===== src/rtl/avalon_st_pkt_arbiter.sv =====
// Packet-locked round-robin arbiter: NUM_SRC Avalon-ST sources share one registered sink stage.
// Define AVALON_ARB_PRIO0_EN to give source 0 absolute priority at every idle arbitration.
module avalon_st_pkt_arbiter #(
  parameter int NUM_SRC = 4,
  parameter int DATA_W  = 64,
  parameter int EMPTY_W = 3
) (
  input  logic                         clk,
  input  logic                         reset_n,
  input  logic [NUM_SRC-1:0]           src_valid,
  output logic [NUM_SRC-1:0]           src_ready,
  input  logic [NUM_SRC-1:0]           src_startofpacket,
  input  logic [NUM_SRC-1:0]           src_endofpacket,
  input  logic [NUM_SRC*DATA_W-1:0]    src_data,
  input  logic [NUM_SRC*EMPTY_W-1:0]   src_empty,
  output logic                         snk_valid,
  input  logic                         snk_ready,
  output logic                         snk_startofpacket,
  output logic                         snk_endofpacket,
  output logic [DATA_W-1:0]            snk_data,
  output logic [EMPTY_W-1:0]           snk_empty,
  output logic [$clog2(NUM_SRC)-1:0]   grant_id,
  output logic                         busy,
  output logic                         sop_err
);

  localparam int GW = $clog2(NUM_SRC);

  typedef enum logic {IDLE, PKT} state_t;

  state_t              state;
  logic [GW-1:0]       rr_ptr;
  logic                first_beat;
  logic [NUM_SRC-1:0]  req;
  logic                any_req;
  logic [GW-1:0]       pick;
  logic                take_ready;
  logic                accept;
  logic                g_valid;
  logic                g_sop;
  logic                g_eop;
  logic [DATA_W-1:0]   g_data;
  logic [EMPTY_W-1:0]  g_empty;

  assign req        = src_valid & src_startofpacket;
  assign take_ready = !snk_valid || snk_ready;

  assign g_valid = src_valid[grant_id];
  assign g_sop   = src_startofpacket[grant_id];
  assign g_eop   = src_endofpacket[grant_id];
  assign g_data  = src_data[int'(grant_id)*DATA_W +: DATA_W];
  assign g_empty = src_empty[int'(grant_id)*EMPTY_W +: EMPTY_W];
  assign accept  = (state == PKT) && g_valid && take_ready;

  // First requester after rr_ptr, wrapping modulo NUM_SRC.
  always_comb begin
    int unsigned idx;
    idx     = 0;
    pick    = '0;
    any_req = 1'b0;
    for (int unsigned k = 1; k <= NUM_SRC; k++) begin
      idx = (int'(rr_ptr) + k) % NUM_SRC;
      if (!any_req && req[idx]) begin
        any_req = 1'b1;
        pick    = GW'(idx);
      end
    end
`ifdef AVALON_ARB_PRIO0_EN
    if (req[0]) begin
      any_req = 1'b1;
      pick    = '0;
    end
`endif
  end

  always_comb begin
    src_ready = '0;
    if (state == PKT) src_ready[grant_id] = take_ready;
  end

  always_ff @(posedge clk or negedge reset_n) begin
    if (!reset_n) begin
      state             <= IDLE;
      rr_ptr            <= GW'(NUM_SRC - 1);
      first_beat        <= 1'b0;
      grant_id          <= '0;
      busy              <= 1'b0;
      sop_err           <= 1'b0;
      snk_valid         <= 1'b0;
      snk_startofpacket <= 1'b0;
      snk_endofpacket   <= 1'b0;
      snk_data          <= '0;
      snk_empty         <= '0;
    end else begin
      sop_err <= 1'b0;

      if (accept) begin
        snk_valid         <= 1'b1;
        snk_startofpacket <= g_sop;
        snk_endofpacket   <= g_eop;
        snk_data          <= g_data;
        snk_empty         <= g_empty;
        sop_err           <= g_sop && !first_beat;
        first_beat        <= 1'b0;
      end else if (snk_ready) begin
        snk_valid <= 1'b0;
      end

      case (state)
        IDLE: begin
          if (any_req) begin
            state      <= PKT;
            busy       <= 1'b1;
            grant_id   <= pick;
            first_beat <= 1'b1;
`ifdef AVALON_ARB_PRIO0_EN
            if (!req[0]) rr_ptr <= pick;
`else
            rr_ptr <= pick;
`endif
          end
        end
        PKT: begin
          if (accept && g_eop) begin
            state <= IDLE;
            busy  <= 1'b0;
          end
        end
        default: begin
          state <= IDLE;
          busy  <= 1'b0;
        end
      endcase
    end
  end

endmodule

===== config.mk =====
export PLATFORM = sky130hd
export DESIGN_NAME = avalon_st_pkt_arbiter
export DESIGN_NICKNAME = d
export VERILOG_FILES = /design/src/rtl/avalon_st_pkt_arbiter.sv
export SDC_FILE = /design/constraint.sdc
export NUM_CORES = 1
export LEC_CHECK = 0
export CORE_AREA = 5 5 138 140
export CTS_BUF_LIST = sky130_fd_sc_hd__clkbuf_16
export DETAILED_ROUTE_END_ITERATION = 6
export DIE_AREA = 0 0 143 145
export PLACE_DENSITY_LB_ADDON = 0.12
export SYNTH_ARGS = -nofsm -noshare
export SYNTH_HDL_FRONTEND = slang
export SYNTH_SLANG_ARGS = --single-unit

===== constraint.sdc =====
create_clock -name clk -period 5.1 [get_ports clk]
set_input_delay 1.02 -clock clk [delete_from_list [all_inputs] [get_ports clk]]
set_output_delay 1.02 -clock clk [all_outputs]
set_load 0.03 [all_outputs]

== Word level (Yosys, flattened, before mapping) ==
Index checks and enable logic that the tools add are counted.

* Add/subtract/negate cells: 4
* $mul: 1
* Divide/modulo/power cells: 0
* $lt $le $gt $ge: 6
* Equality and inequality tests: 2
* Shifts and indexed selects: 2
* Muxes and demuxes: 37
* Bitwise gates (word level): 3
* Reduce and logical (&&, ||, !) cells: 17

{| class="wikitable"
|+ Operator list
! operator !! count
|-
| 256-bit by 9-bit variable part select with 64-bit output || 1
|-
| 1-bit two-way mux || 22
|-
| 2-bit by 3-bit < comparator with 1-bit output (second input constant) || 5
|-
| 1-bit binary-select mux with 2-bit select || 7
|-
| 12-bit by 5-bit variable part select with 3-bit output || 1
|-
| 4-bit AND || 2
|-
| 1-bit logical AND || 8
|-
| 2-bit two-way mux || 4
|-
| 1-bit zero test || 5
|-
| 2-bit by 1-bit adder with 2-bit output (second input constant) || 2
|-
| 2-bit adder (second input constant) || 2
|-
| 2-bit by 2-bit multiplier with 4-bit output (second input constant) || 1
|-
| 4-bit two-way mux || 1
|-
| 1-bit case mux with 2 select lines || 2
|-
| 2-bit AND reduction || 2
|-
| 1-bit demux with 2-bit select || 1
|-
| 2-bit by 1-bit greater-or-equal comparator with 1-bit output (second input constant) || 1
|-
| 2-bit by 1-bit inequality test with 1-bit output (second input constant) || 1
|-
| 2-bit inequality test (second input constant) || 1
|-
| 2-bit nonzero test || 1
|-
| 1-bit logical OR || 1
|-
| 1-bit inverter || 1
|}

* Register bits after elaboration: 78
* Bits in latches: 0
* Bits in writable memories: 0
* ROM bits: 0
* Input bits: 283
* Output and inout bits: 78
* Memories: 0

== Longest topological paths before layout ==
Gate-level depths: netlist (run 1).

* Word-level depth: 15
* Mapped depth: 5
* Depth with buffers taken out: 4

== Worst setup path before layout (run 1) ==
Ideal clock, no wire load.

* Path type: input -> output
* From: input port snk_ready
* To: output port src_ready[0]
* Data arrival time: 2.115 ns
* Setup slack: 1.965 ns
* Stages on the path: 3
* Buffers on the path: 0
* Path through: nand2b_1 -> and2_1 -> nor3b_1

* Cells in the longest elaborated chain, start to end: 3

{| class="wikitable"
|+ Ends and longest elaborated chain
! element !! line !! text
|-
| start: declaration || 17 || <nowiki>input logic snk_ready,</nowiki>
|-
| 1-bit logical OR || 46 || <nowiki>assign take_ready = !snk_valid || snk_ready;</nowiki>
|-
| 4-bit AND (no source line) || -- ||
|-
| 4-bit two-way mux || 78 || <nowiki>if (state == PKT) src_ready[grant_id] = take_ready;</nowiki>
|-
| end: declaration || 11 || <nowiki>output logic [NUM_SRC-1:0] src_ready,</nowiki>
|}

Every way passes these cells.

== Final worst setup path (run 1) ==
Same ends and word-level chain as after synthesis.

==> out/results.md, run 1 <==
| Item | Reported |
|:---|:---|
| Result of the run | complete, no violations |
| Die height | 145 microns |
| Endpoint arrival time on the critical path | 2.81 ns |
| Unrepaired setup endpoints after global routing | false |
| Worst Path Buf+Inv | 2 |
| GRT Total Usage | 16.7% |
| Final setup skew | 0.00533 ns |
| Global-route wire length before repair | 26700 microns |
| Longest individual stage delay on the worst path | 0.73 ns |
| Maximum clock rate | 0.261 GHz |
| Total wirelength of the detailed-routed design | 17600 microns |
| Post-synthesis average cell area | 16.4 sq um |
| Cells after synthesis | 289 |
| Tightest Pin Transition | 1.06 ns |
| Clock tree from TritonCTS | done |
| Clock slew at reported path FFs | 0.06 ns |
| Cell Count Post-Placement | 857 |
| CP delay by family, top | buffers and inverters |
| Worst-case reg-to-reg path depth | 3 |
| Cell area after synthesis | 4750 sq um |
| Final critical delay including setup and external delays | 3.83 ns |
| Cell repeated most along the worst path | sky130_fd_sc_hd__clkdlybuf4s50_1 |
| Slew Limit Fails | 0 |
| Net Count, Synth | 572 |
| Overflow left after global routing | 0 |
| Number of enable-type register cells in the synthesized netlist | 0 |
| Total count of hold-check failures in the final report | 0 |
| Row count | 49 |
| CTS H-tree lvls | 3 |
| Worst-Skew Late Latency | 0.34 ns |
| Area of the core | 17700 sq um |
| Crit-path max FO | 4 |
| Share of post-route cells with drive strength above 1 | 25.0% |
| Peak ir drop on the vdd network | 0.462 mV |
| Setup bufs post-CTS | 0 |
| Number of port buffers | 360 |
| WS Path Type | primary input to output port |
| Count of routing violations after the opening detailed-route iteration | 153 |
| Final nets | 922 |
| Top area cells in the synthesized netlist | sky130_fd_sc_hd__dfrtp_1, sky130_fd_sc_hd__mux4_2, sky130_fd_sc_hd__mux2_2 |
| Flip-flop and latch count after synthesis | 78 |
| Critical-path cell with the highest stage delay | sky130_fd_sc_hd__clkdlybuf4s50_1 |
| Period utilization | 75.1% |
| Distinct cell type count of the synthesized netlist | 30 |
| Largest net degree at the start of global routing | 76 |
| Length of the first detailed-routing pass in iterations | 4 |
| Number of antenna cells inserted | 0 |
| Largest area contributor in the netlist | sky130_fd_sc_hd__dfrtp_1 |
| Count of pins on the block boundary | 361 |
| Number of cells on the worst hold path | 1 |
| Ordered cell list for the critical path | clkdlybuf4s50_1 > nand2b_1 > and2_1 > nor3b_1 > clkdlybuf4s50_1 |
| Critical Path End Type | output port |
| Overall die area | 20700 sq um |
| Setup tns final | 0 ns |
| Fillers | 1536 |
| Worst EP required | 4.08 ns |
| Root buf cell | sky130_fd_sc_hd__clkbuf_16 |
| Most common cell in the netlist | sky130_fd_sc_hd__dfrtp_1 |
| Reg2Reg Launch Point | grant_id[1] |
| Sequential fraction of the synthesis area | 41.1% |
| Post-synth top area share | 40.0% |
| Vias after detailed routing | 4193 |
| Endpoints failing setup | 0 |
| HPWL Detailed | 14000 microns |
| Hold wc startpoint | first_beat |
| Maximum number of buffers from clock root to sink | 2 |
| Ys async rst share | 100% |
| Relative max-transition margin | 29.0% |
| Overall power after layout | 4.90 mW |
| Initial antenna violation count | 1 |
| Quantity of gates resized following cts | 0 |
| Count of clock tree sinks | 78 |
| Top cells by count, synth | sky130_fd_sc_hd__dfrtp_1, sky130_fd_sc_hd__mux4_2, sky130_fd_sc_hd__mux2_2, sky130_fd_sc_hd__nand2_1, sky130_fd_sc_hd__buf_6 |
| Type of origin of the critical path | primary input |
| Vias in the first global route | 4792 |
| Endpoint of the lowest-slack register-to-register path | snk_data[24] |
| Hold path endpoint | sop_err |
| Growth of design area from synthesis to finish | 85.5% |
| Die span in x | 143 microns |
| Number of buffers created by CTS | 9 |
| Cell leakage power | 3.32 nW |
| Power per standard cell area | 555 nW/um^2 |
| Setup slack on the worst flop-to-flop path | 1.94 ns |
| Routability Congestion | 0.816 |
| Ys flop type | sky130_fd_sc_hd__dfrtp_1 |
| CP startpoint | snk_ready |
| Remaining DRCs | 0 |
| Detail Route Antenna Nets | 0 |
| Mean routed wirelength per cell | 20.1 microns |
| Initial core utilization | 26.8% |
| Yosys warning count | 0 |
| Final std cells w/o fill | 873 |
| Vias per std cell | 4.80 |
| Max-cap violations | 0 |
| Hold buffer count at cts | 0 |
| Classification of the worst-slack hold path | flop to flop |
-- cells in the final DEF (no fill, tap or decap), types with 2 or more instances in the layout --
master	synthesis	final
sky130_fd_sc_hd__clkdlybuf4s50_1	0	359
sky130_fd_sc_hd__dfrtp_1	76	74
sky130_fd_sc_hd__mux4_2	70	70
sky130_fd_sc_hd__mux2_2	68	68
sky130_fd_sc_hd__nand2_1	11	11
sky130_fd_sc_hd__clkbuf_16	0	9
sky130_fd_sc_hd__nor2_1	6	6
sky130_fd_sc_hd__o21ai_0	4	4
sky130_fd_sc_hd__and2_1	3	3
sky130_fd_sc_hd__a31oi_1	3	3
sky130_fd_sc_hd__buf_4	2	3
sky130_fd_sc_hd__nor3b_1	2	2
sky130_fd_sc_hd__nand3_1	2	2
sky130_fd_sc_hd__a21o_1	2	2
sky130_fd_sc_hd__inv_1	2	2
sky130_fd_sc_hd__nor2b_1	2	2
sky130_fd_sc_hd__a211oi_1	2	2
sky130_fd_sc_hd__o32ai_1	2	2
sky130_fd_sc_hd__bufinv_16	0	2
sky130_fd_sc_hd__clkinv_2	0	2
sky130_fd_sc_hd__clkinvlp_4	0	2
sky130_fd_sc_hd__dfrtp_4	0	2
sky130_fd_sc_hd__dfstp_2	2	2
-- area by class of cell --
class                      instances  area, sq um  share of cell area (%)
clock buffer                       9          225                    2.55
clock inverter                     7         88.8                    1.01
inverter                           2         7.51                  0.0852
multi-input combinational        186         2630                    29.8
sequential                        78         1960                    22.3
tap                              229          287                    3.25
timing repair buffer             362         3620                    41.0
-- worst max path at each step --
stage                     slack (ns)           end  cells past startpoint
after global routing            1.20  src_ready[1]                      6
after CTS                       1.28  src_ready[0]                      5
after detailed placement        1.27  src_ready[0]                      5
final                           1.27  src_ready[0]                      5
after global placement          1.36  src_ready[1]                      6
after floorplan                 1.96  src_ready[0]                      3
-- through the flow --
stage	instance area (sq um)	utilization, %	setup WS, ns	hold WS, ns
after CTS	8820	49.8	1.28	0.432
after floorplan	4750	-	1.96	0.409
final	8820	49.8	1.27	0.434
after global routing	8820	49.8	1.20	0.456
after detailed placement	8500	48.0	1.27	0.425
after global placement	8500	48.0	1.36	0.421
-- sequential cells by signal (all words and copies together), names as in the netlist --
register	count
rr_ptr	2
snk_valid	1
grant_id	2
snk_data	64
busy	1
state	1
first_beat	1
snk_empty	3
snk_endofpacket	1
snk_startofpacket	1
sop_err	1
-- metal layers --
metal | share of wire (%) | track usage (%)
met1 | 34 | 17.9
met2 | 54 | 30.4
met3 | 10 | 5.89
met4 | 1.7 | 5.04
met5 | 0.074 | 0
-- worst register-to-register path, stage by stage (launching register included) --
cell	delay, ns
sky130_fd_sc_hd__dfrtp_4	1.09
sky130_fd_sc_hd__mux4_2	0.73
sky130_fd_sc_hd__nand3_4	0.75
sky130_fd_sc_hd__mux2_2	0.46
-- power breakdown --
part | internal [mW] | total (mW) | switching, mW
Sequential | 0.955 | 1.28 | 0.322
Combinational | 1.61 | 2.94 | 1.33
Clock | 0.425 | 0.678 | 0.253
-- kinds of logic after synthesis --
kind of cell | after synthesis | synth area share, %
compound gates | 20 | 3.03
buf+inv | 25 | 3.55
flops | 78 | 41.1
mux | 138 | 49.3
simple gates | 28 | 3.03
No activity file was read; power rests on OpenSTA's default activity.
==> run 2: changes to the inputs <==
- CORE_AREA: 5 5 138 140 -> 5 5 136 138
- DIE_AREA: 0 0 143 145 -> 0 0 141 143
- clock period: 5.1 -> 3.8 ns (I/O delays scaled with it)
==> run 2 against run 1 <==
  * Die area is 2.8% lower
  * Combinational power is 41% higher
  * Via count is 0.19% lower
  * Critical path depth stayed put
  * Worst setup slack worse by 0.76 ns
  * Sequential share of layout area hardly changed
  * Final area is 0.18% lower
  * Largest power group unchanged
  * Sequential power is 23% higher
  * Cell count stayed put
  * Routed wire length is 3.9% higher
  * Critical path type unchanged
  * Clock skew is 0.00079 ns higher
  * Clock power is 10% higher
==> out/results.md, run 2 (synthesis gave the netlist of run 1 again) <==
| Item | Reported |
|:---|:---|
| Peak ir drop on the vdd network | 0.412 mV |
| Commonest non-fill, non-tap cell in the layout | sky130_fd_sc_hd__clkdlybuf4s50_1 |
| Overall die area | 20200 sq um |
| Count of routing violations after the opening detailed-route iteration | 185 |
| Slew Limit Fails | 0 |
| Cell repeated most along the worst path | sky130_fd_sc_hd__clkdlybuf4s50_1 |
| GRT Total Usage | 17.7% |
| Post-route standard cell area excluding fillers | 8800 sq um |
| Quantity of gates resized following cts | 0 |
| Growth of design area from synthesis to finish | 85.1% |
| Cell leakage power | 3.33 nW |
| Ordered cell list for the critical path | clkdlybuf4s50_1 > nand2b_1 > and2_1 > nor3b_1 > clkdlybuf4s50_1 |
| Hold buffer count at cts | 0 |
| Final nets | 925 |
| Classification of the worst-slack hold path | flop to flop |
| Die height | 143 microns |
| Period utilization | 86.6% |
| Initial core utilization | 27.9% |
| WS Path Type | primary input to output port |
| Commonest cells after routing, fill and taps aside | sky130_fd_sc_hd__clkdlybuf4s50_1, sky130_fd_sc_hd__dfrtp_1, sky130_fd_sc_hd__mux4_2 |
| Clock tree from TritonCTS | done |
| Die span in x | 141 microns |
| Longest individual stage delay on the worst path | 0.71 ns |
| Overflow left after global routing | 0 |
| Relative max-transition margin | 33.8% |
| Area of the core | 17100 sq um |
| Final critical delay including setup and external delays | 3.29 ns |
| Count of pins on the block boundary | 361 |
| Global-route wire length before repair | 27100 microns |
| Worst-Skew Late Latency | 0.33 ns |
| Routability Congestion | 0.939 |
| Maximum number of buffers from clock root to sink | 2 |
| Area after detailed placement | 8540 sq um |
| Vias per std cell | 4.79 |
| Crit-path max FO | 4 |
| Row count | 48 |
| Final setup skew | 0.00611 ns |
| Initial antenna violation count | 1 |
| HPWL Detailed | 14800 microns |
| Length of the first detailed-routing pass in iterations | 4 |
| Largest registers | snk_data: 64 flops, snk_empty: 3 flops |
| Worst EP required | 3.04 ns |
| Tightest Pin Transition | 0.992 ns |
| Utilization after layout | 51.6% |
| Vias in the first global route | 4714 |
| Vias after detailed routing | 4185 |
| Max-cap violations | 0 |
| Number of buffers created by CTS | 9 |
| Power per standard cell area | 735 nW/um^2 |
| Total count of hold-check failures in the final report | 0 |
| Endpoints failing setup | 0 |
| Result of the run | complete, no violations |
| Share of post-route cells with drive strength above 1 | 24.6% |
| Largest register FFs | 64 |
| Root buf cell | sky130_fd_sc_hd__clkbuf_16 |
| CTS H-tree lvls | 3 |
| Unrepaired setup endpoints after global routing | false |
| Number of port buffers | 360 |
| Maximum clock rate | 0.304 GHz |
| Type of origin of the critical path | primary input |
| Setup tns final | 0 ns |
| Largest net degree at the start of global routing | 79 |
| Setup bufs post-CTS | 0 |
| Mean routed wirelength per cell | 20.9 microns |
| Remaining DRCs | 0 |
| Detail Route Antenna Nets | 0 |
| Clock slew at reported path FFs | 0.05 ns |
| Top reg by flops | snk_data |
| Total wirelength of the detailed-routed design | 18200 microns |
| Critical-path cell with the highest stage delay | sky130_fd_sc_hd__clkdlybuf4s50_1 |
| Endpoint arrival time on the critical path | 2.53 ns |
| Count of clock tree sinks | 78 |
| Critical Path End Type | output port |
run 2: changes by cell type in the layout (fill, tap and decap cells not counted), sizes merged:
cell	previous run	this run
diode	0	1
bufinv	2	0
clkinvlp	2	0
buf	3	6
inv	2	6
run 2: report_power, final:
part / switching (mW) / total, mW / internal [mW]
sequential: 0.278 / 1.57 / 1.29
combinational: 1.97 / 4.15 / 2.19
clock: 0.320 / 0.747 / 0.427
run 2: stage by stage:
step / hold WS (ns) / cells / setup WS [ns] / power (mW)
floorplan: 0.409 / 289 / 1.18 / 4.24
global placement: 0.429 / 856 / 0.570 / 5.77
detailed placement: 0.439 / 856 / 0.526 / 5.83
CTS: 0.449 / 872 / 0.511 / 6.60
global route: 0.464 / 872 / 0.416 / 6.87
finish: 0.451 / 873 / 0.508 / 6.47
run 2: path summary, 6_finish.rpt:
kind                                  start      endpoint  slack (ns)  cells past startpoint
worst max-delay path              snk_ready  src_ready[0]        0.51                      5
worst max register to register  grant_id[1]  snk_data[24]        1.41                      4
worst min register to register   first_beat       sop_err        0.45                      1
worst min-delay path             first_beat       sop_err        0.45                      1
max in group asynchronous           reset_n   grant_id[0]        2.46                      1
min in group asynchronous           reset_n  snk_data[19]        0.58                      1
run 2: layout make-up:
cell class / instances / area, sq um
antenna: 1 / 2.50
clock buffer: 9 / 225
multi-input combinational: 186 / 2630
fill: 1495 / 8260
tap: 225 / 282
inverter: 2 / 7.51
clock inverter: 7 / 27.5
sequential: 78 / 1960
timing repair buffer: 365 / 3660
run 2: critical path: cells and delay by family:
family	cells	cell delay, ns
buffers and inverters	2	1.16
and+or+nand+nor	3	0.61
run 2: metal layers:
| metal | vias to the layer above | global-route usage [%] | wire length [microns] |
|---|---|---|---|
| li1 | 1884 | - | - |
| met1 | 2052 | 18.8 | 6320 |
| met2 | 226 | 33.1 | 9990 |
| met3 | 21 | 5.99 | 1630 |
| met4 | 2 | 5.20 | 279 |
| met5 | - | 0 | 12 |
